## src/rtl/uart_autobaud.sv

```systemverilog
// Auto-baud detector: times a 0x55 8N1 sync character on rx and emits one UART config word.
// Optional AUTOBAUD_RELOCK_EN: re-arm after each handshake so every later sync sends a new word.
module uart_autobaud #(
  parameter int unsigned PARITY        = 0,
  parameter int unsigned BYTE_SIZE     = 8,
  parameter int unsigned STOP_BITS     = 0,
  parameter int unsigned MIN_PRESCALER = 4,
  parameter int unsigned MAX_PRESCALER = 65535,
  parameter int unsigned IDLE_MIN      = 32,
  parameter int unsigned TOL_SHIFT     = 3
) (
  input  logic        aclk,
  input  logic        areset,
  input  logic        enable,
  input  logic        rx,
  output logic [23:0] m_axis_config_tdata,
  output logic        m_axis_config_tvalid,
  input  logic        m_axis_config_tready,
  output logic        locked,
  output logic        error
);

  localparam logic [2:0] S_IDLE_WAIT = 3'd0;
  localparam logic [2:0] S_ARMED     = 3'd1;
  localparam logic [2:0] S_MEASURE   = 3'd2;
  localparam logic [2:0] S_CHECK     = 3'd3;
  localparam logic [2:0] S_SEND      = 3'd4;
  localparam logic [2:0] S_LOCKED    = 3'd5;

  localparam int unsigned IDLE_W = (IDLE_MIN > 0) ? $clog2(IDLE_MIN + 1) : 1;
  localparam logic [IDLE_W-1:0] IDLE_MIN_C = IDLE_W'(IDLE_MIN);
  localparam logic [17:0] INTV_LIMIT = 18'(2 * MAX_PRESCALER + 1);
  localparam logic [19:0] MIN_P = 20'(MIN_PRESCALER);
  localparam logic [19:0] MAX_P = 20'(MAX_PRESCALER);
  localparam logic [7:0]  CFG_HI = {STOP_BITS[0], BYTE_SIZE[3:0], PARITY[2:0]};

  logic              r_rx_meta, r_rx_sync, r_rx_prev;
  logic [2:0]        r_state;
  logic [IDLE_W-1:0] r_idle_cnt;
  logic [17:0]       r_intv_cnt;
  logic [19:0]       r_total;
  logic [2:0]        r_edge_cnt;
  logic [17:0]       r_intv [4];
  logic [23:0]       r_tdata;
  logic              r_tvalid, r_locked, r_error;

  logic        w_fall;
  logic [17:0] w_tol;
  logic [19:0] w_presc;
  logic        w_intv_ok, w_check_ok;

  function automatic logic [17:0] abs_diff(input logic [17:0] a, input logic [17:0] b);
    return (a >= b) ? (a - b) : (b - a);
  endfunction

  assign w_fall    = r_rx_prev & ~r_rx_sync;
  assign w_tol     = r_intv[0] >> TOL_SHIFT;
  // Round to nearest: total spans 8 bit periods.
  assign w_presc   = (r_total + 20'd4) >> 3;
  assign w_intv_ok = (abs_diff(r_intv[1], r_intv[0]) <= w_tol) &&
                     (abs_diff(r_intv[2], r_intv[0]) <= w_tol) &&
                     (abs_diff(r_intv[3], r_intv[0]) <= w_tol);
  assign w_check_ok = w_intv_ok && (w_presc >= MIN_P) && (w_presc <= MAX_P);

  always_ff @(posedge aclk) begin
    if (areset) begin
      r_rx_meta  <= 1'b1;
      r_rx_sync  <= 1'b1;
      r_rx_prev  <= 1'b1;
      r_state    <= S_IDLE_WAIT;
      r_idle_cnt <= '0;
      r_intv_cnt <= '0;
      r_total    <= '0;
      r_edge_cnt <= '0;
      r_intv     <= '{default: '0};
      r_tdata    <= '0;
      r_tvalid   <= 1'b0;
      r_locked   <= 1'b0;
      r_error    <= 1'b0;
    end else begin
      r_rx_meta <= rx;
      r_rx_sync <= r_rx_meta;
      r_rx_prev <= r_rx_sync;
      r_error   <= 1'b0;
      case (r_state)
        S_IDLE_WAIT: begin
          if (!r_rx_sync) r_idle_cnt <= '0;
          else if (r_idle_cnt < IDLE_MIN_C) r_idle_cnt <= r_idle_cnt + 1'b1;
          if (enable && r_rx_sync && (r_idle_cnt >= IDLE_MIN_C)) r_state <= S_ARMED;
        end
        S_ARMED: begin
          if (!enable) begin
            r_state    <= S_IDLE_WAIT;
            r_idle_cnt <= '0;
          end else if (w_fall) begin
            r_intv_cnt <= '0;
            r_total    <= '0;
            r_edge_cnt <= 3'd1;
            r_state    <= S_MEASURE;
          end
        end
        S_MEASURE: begin
          if (!enable || (r_intv_cnt > INTV_LIMIT)) begin
            r_error    <= 1'b1;
            r_state    <= S_IDLE_WAIT;
            r_idle_cnt <= '0;
          end else begin
            r_total <= r_total + 1'b1;
            if (w_fall) begin
              // Store the full interval including this edge cycle.
              r_intv[2'(r_edge_cnt - 3'd1)] <= r_intv_cnt + 1'b1;
              r_intv_cnt <= '0;
              r_edge_cnt <= r_edge_cnt + 1'b1;
              if (r_edge_cnt == 3'd4) r_state <= S_CHECK;
            end else begin
              r_intv_cnt <= r_intv_cnt + 1'b1;
            end
          end
        end
        S_CHECK: begin
          if (w_check_ok) begin
            r_tdata  <= {CFG_HI, w_presc[15:0]};
            r_tvalid <= 1'b1;
            r_state  <= S_SEND;
          end else begin
            r_error    <= 1'b1;
            r_state    <= S_IDLE_WAIT;
            r_idle_cnt <= '0;
          end
        end
        S_SEND: begin
          if (m_axis_config_tready) begin
            r_tvalid <= 1'b0;
            r_locked <= 1'b1;
`ifdef AUTOBAUD_RELOCK_EN
            r_state    <= S_IDLE_WAIT;
            r_idle_cnt <= '0;
`else
            r_state <= S_LOCKED;
`endif
          end
        end
        S_LOCKED: begin
          if (!enable) begin
            r_locked   <= 1'b0;
            r_state    <= S_IDLE_WAIT;
            r_idle_cnt <= '0;
          end
        end
        default: r_state <= S_IDLE_WAIT;
      endcase
    end
  end

  assign m_axis_config_tdata  = r_tdata;
  assign m_axis_config_tvalid = r_tvalid;
  assign locked               = r_locked;
  assign error                = r_error;

endmodule

```

## config.mk

```make
export PLATFORM = sky130hd
export DESIGN_NAME = uart_autobaud
export DESIGN_NICKNAME = d
export VERILOG_FILES = /design/src/rtl/uart_autobaud.sv
export SDC_FILE = /design/constraint.sdc
export NUM_CORES = 1
export LEC_CHECK = 0
export CAP_MARGIN = 20
export CORE_MARGIN = 8
export CORE_UTILIZATION = 38
export DETAILED_ROUTE_END_ITERATION = 10
export GPL_ROUTABILITY_DRIVEN = 0
export HOLD_SLACK_MARGIN = 0.06
export SETUP_SLACK_MARGIN = 0.05
export SYNTH_ARGS = -nofsm -noshare
export SYNTH_HDL_FRONTEND = slang
export SYNTH_SLANG_ARGS = --single-unit
```

## constraint.sdc

```tcl
create_clock -name aclk -period 8.5 [get_ports aclk]
set_clock_uncertainty 0.15 [all_clocks]
set_input_delay 2.55 -clock aclk [delete_from_list [all_inputs] [get_ports aclk]]
set_output_delay 2.55 -clock aclk [all_outputs]
set_load 0.01 [all_outputs]
```

==> flow_summary.toml <==
[placed_design]
place_area_um2 = 13400
dp_hpwl_um = 30100
port_buffers = 24
dp_slack_ns = 1.87

[timing]
fin_tns_setup_ns = 0
drv_slew = 0
whs_ns = 0.259
setup_viol = 0
hold_viol = 0
post-route-period-util_pct = 79.9
tightest_slew_ns = 0.996
fin_crit_ns = 6.79
rsz0062_at_grt = "no"
setup_slack_ns = 1.71
relSlewSlack_pct = 32.9
timing.fmax_mhz = 147

[routing]
wl_met3_um = 2050
totalWireLength_um = 39400
antenna_left = 0
met1_length_um = 18000
drt_pass1_iterations = 6
viasPerCell = 5.74
wl_met2_um = 18100
detailedRoute.firstIterationViolations = 1088
via_count = 12000
drc_errors = 0
top_layer = "met4"
wl_per_cell_um = 18.9

[clocking]
cts_num_sinks = 145
path_clk_slew_ns = 0.07
post_cts_resized = 0
clk_latency_ns = 0.44
cts_tree = "yes"
h-tree-depth = 4
cts_max_path_buffers = 2
postCtsHoldBufs = 0
cts_root_buf = "clkbuf_16"
post_cts_buffers = 0
numCtsBuffers = 17

[setup_path]
critPathLaunchType = "register"
r2r-start = "r_intv[55]"
worstPathArrival_ns = 6.96
path_class = "reg -> reg"
cp.required_ns = 8.67
cp_max_fo = 24
r2r-end = "m_axis_config_tdata[13]"
r2r_cells = 21
r2r_slack_ns = 1.71
worst_setup_path_end_kind = "register"

[synth]
synth_cell_types = 76
ys_seq_area_share_pct = 22.3
synthCells = 1677
synth_edf_count = 0
ys_ff_latch = 145
ys_async_sr_fraction_pct = 0
synthesis.area_um2 = 13000
synth_flop_cell = "dfxtp_1"
synth_area_per_cell_um2 = 7.78
yosys_warnings = 0

[cells_and_area]
final_util_pct = 40.8
antenna_cells = 0
final_area_um2 = 14000
syn2layout_area_growth_pct = 7.08
nNetsFinal = 1789
n_fill_cell = 3513
drive_above_1_share_pct = 5.82

[power_and_ir_drop]
leakage_nw = 5.65
ir_drop_uv = 125
power.density_nw_per_um2 = 104

[grt]
grt_overflow = 0
track_usage_pct = 18.9
grt_max_degree = 81
grt_pass1_vias = 11400
grt_pass1_wl_um = 62500
antenna_found_initial = 0

[floorplan]
dieWidth_um = 201
die_h_um = 201
start_util_pct = 38.1
coreArea_um2 = 34200
die-area_um2 = 40500
pin_count = 32
rows = 68

[hold_path]
holdCritPathClass = "reg -> reg"
hold_path_startpoint = "r_rx_meta"
hold_end = "r_rx_sync"
whs_path_depth = 1

[flow_run]
max-cap-violations = 0

[status]
status = "finished, final reports clean"
[power breakdown]
part | internal, mW | switching [mW] | total, mW
registers | 0.682 | 0.00220 | 0.684
clock network | 0.407 | 0.332 | 0.739
logic | 0.00739 | 0.0206 | 0.0280
[registers in the layout, summed over array words and instances (netlist names)]
| register | flops |
|---|---|
| r_intv | 72 |
| r_total | 20 |
| r_intv_cnt | 18 |
| m_axis_config_tdata | 17 |
| r_idle_cnt | 6 |
| r_edge_cnt | 3 |
| r_state | 3 |
| error | 1 |
| locked | 1 |
| m_axis_config_tvalid | 1 |
| r_rx_meta | 1 |
| r_rx_prev | 1 |
| r_rx_sync | 1 |
[area by class of cell]
cell class	instances	area, µm²	area share (%)
multi-input cells	1318	9250	66.2
flip-flops and latches	145	2900	20.8
well taps	455	569	4.08
clock buffers	18	429	3.07
inverters	106	398	2.85
repair buffers	31	290	2.08
clock inverters	13	129	0.923
[logic make-up after synthesis]
logic type | synth area share, %
multiplexers | 5.02
other | 0.0288
flip-flops | 22.3
buffers and inverters | 7.05
adder cells (fa/ha/maj) | 16.2
AND/OR/NAND/NOR | 19.8
XOR/XNOR | 6.92
AO/OA/AOI/OAI | 22.7
[how the worst max path moves through the flow]
stage	from	endpoint	slack (ns)
after floorplan	r_intv[55]	m_axis_config_tdata[10]	3.03
after global placement	r_intv[55]	m_axis_config_tdata[12]	2.03
after detailed placement	r_intv[55]	m_axis_config_tdata[10]	1.87
after CTS	r_intv[55]	m_axis_config_tdata[13]	1.81
after global routing	r_intv[55]	m_axis_config_tdata[10]	1.31
final	r_intv[55]	m_axis_config_tdata[13]	1.71
[per-layer routing]
metal	global-route usage, %	up-vias
met5	0	-
met4	6.65	0
met3	2.86	92
met2	31.1	416
met1	25.0	5636
li1	-	5835
[worst max-delay path: stages (launching register included)]
cell and delay, ns:
dfxtp_1 0.55, inv_1 0.25, fa_1 0.46, a21o_1 0.22, a221oi_2 0.29, o21ai_1 0.15
a31oi_1 0.29, o31a_1 0.49, mux2_2 0.39, a221o_1 0.33, a21oi_1 0.21, xnor2_1 0.10
ha_1 0.19, a211oi_1 0.23, o21ai_0 0.14, a21oi_1 0.12, o21ai_0 0.15, a22oi_1 0.41
o211ai_2 0.17, nor4_4 0.39, nand4_4 0.49, mux2_4 0.48
[per-stage QoR]
| step | instances | total power [mW] |
|---|---|---|
| floorplan | 1683 | 0.723 |
| global route | 2086 | 1.50 |
| finish | 2086 | 1.45 |
| detailed placement | 2055 | 0.728 |
| global placement | 2055 | 0.727 |
| CTS | 2086 | 1.47 |
[cells in the final DEF (no fill, tap or decap), types with 10 or more instances in the layout]
master and count:
nor2_1 202, ha_1 159, dfxtp_1 145, a21oi_1 134, inv_1 106, nand2_1 101, o21ai_0 93, a211oi_1 85
xnor2_1 60, xor2_1 43, nor3_1 35, nand3_1 34, nand4_1 33, mux2i_1 29, nor2b_1 27, a21o_1 25
clkdlybuf4s50_1 23, and3_1 21, mux2_2 19, nand2b_1 17, clkbuf_16 17, a31oi_1 15, nor4_1 13, a221oi_1 12
o21bai_1 10, o211ai_1 10, mux2_4 10
[synthesized netlist by cell type, types with 4 or more instances]
library cell,instances,area [µm²]
nor3_1,35,175
mux2_2,19,214
o21a_1,6,45.0
buf_4,15,113
o21ai_1,4,20.0
and3_1,22,138
a211oi_1,85,638
a31oi_1,15,93.8
o21bai_1,11,82.6
fa_1,6,120
mux2i_1,29,290
buf_2,11,55.1
a22oi_1,8,60.1
nor2_1,202,758
nand4_1,33,206
a21oi_1,134,671
nand2b_1,17,106
or3_1,8,50.1
o211ai_1,10,75.1
ha_1,159,1990
a221oi_1,12,105
a221o_1,5,50.1
o21ai_0,93,465
o31ai_1,6,45.0
a21o_1,25,188
nor4_1,13,81.3
xnor2_1,60,526
nor3b_1,8,60.1
mux2_4,10,150
or2_2,6,37.5
xor2_1,43,377
nand3_1,34,170
clkbuf_1,83,312
nand2_1,101,379
dfxtp_1,145,2900
o31a_1,4,35.0
inv_1,106,398
and2_1,6,37.5
nor2b_1,27,169
No activity file was read; power rests on OpenSTA's default activity.
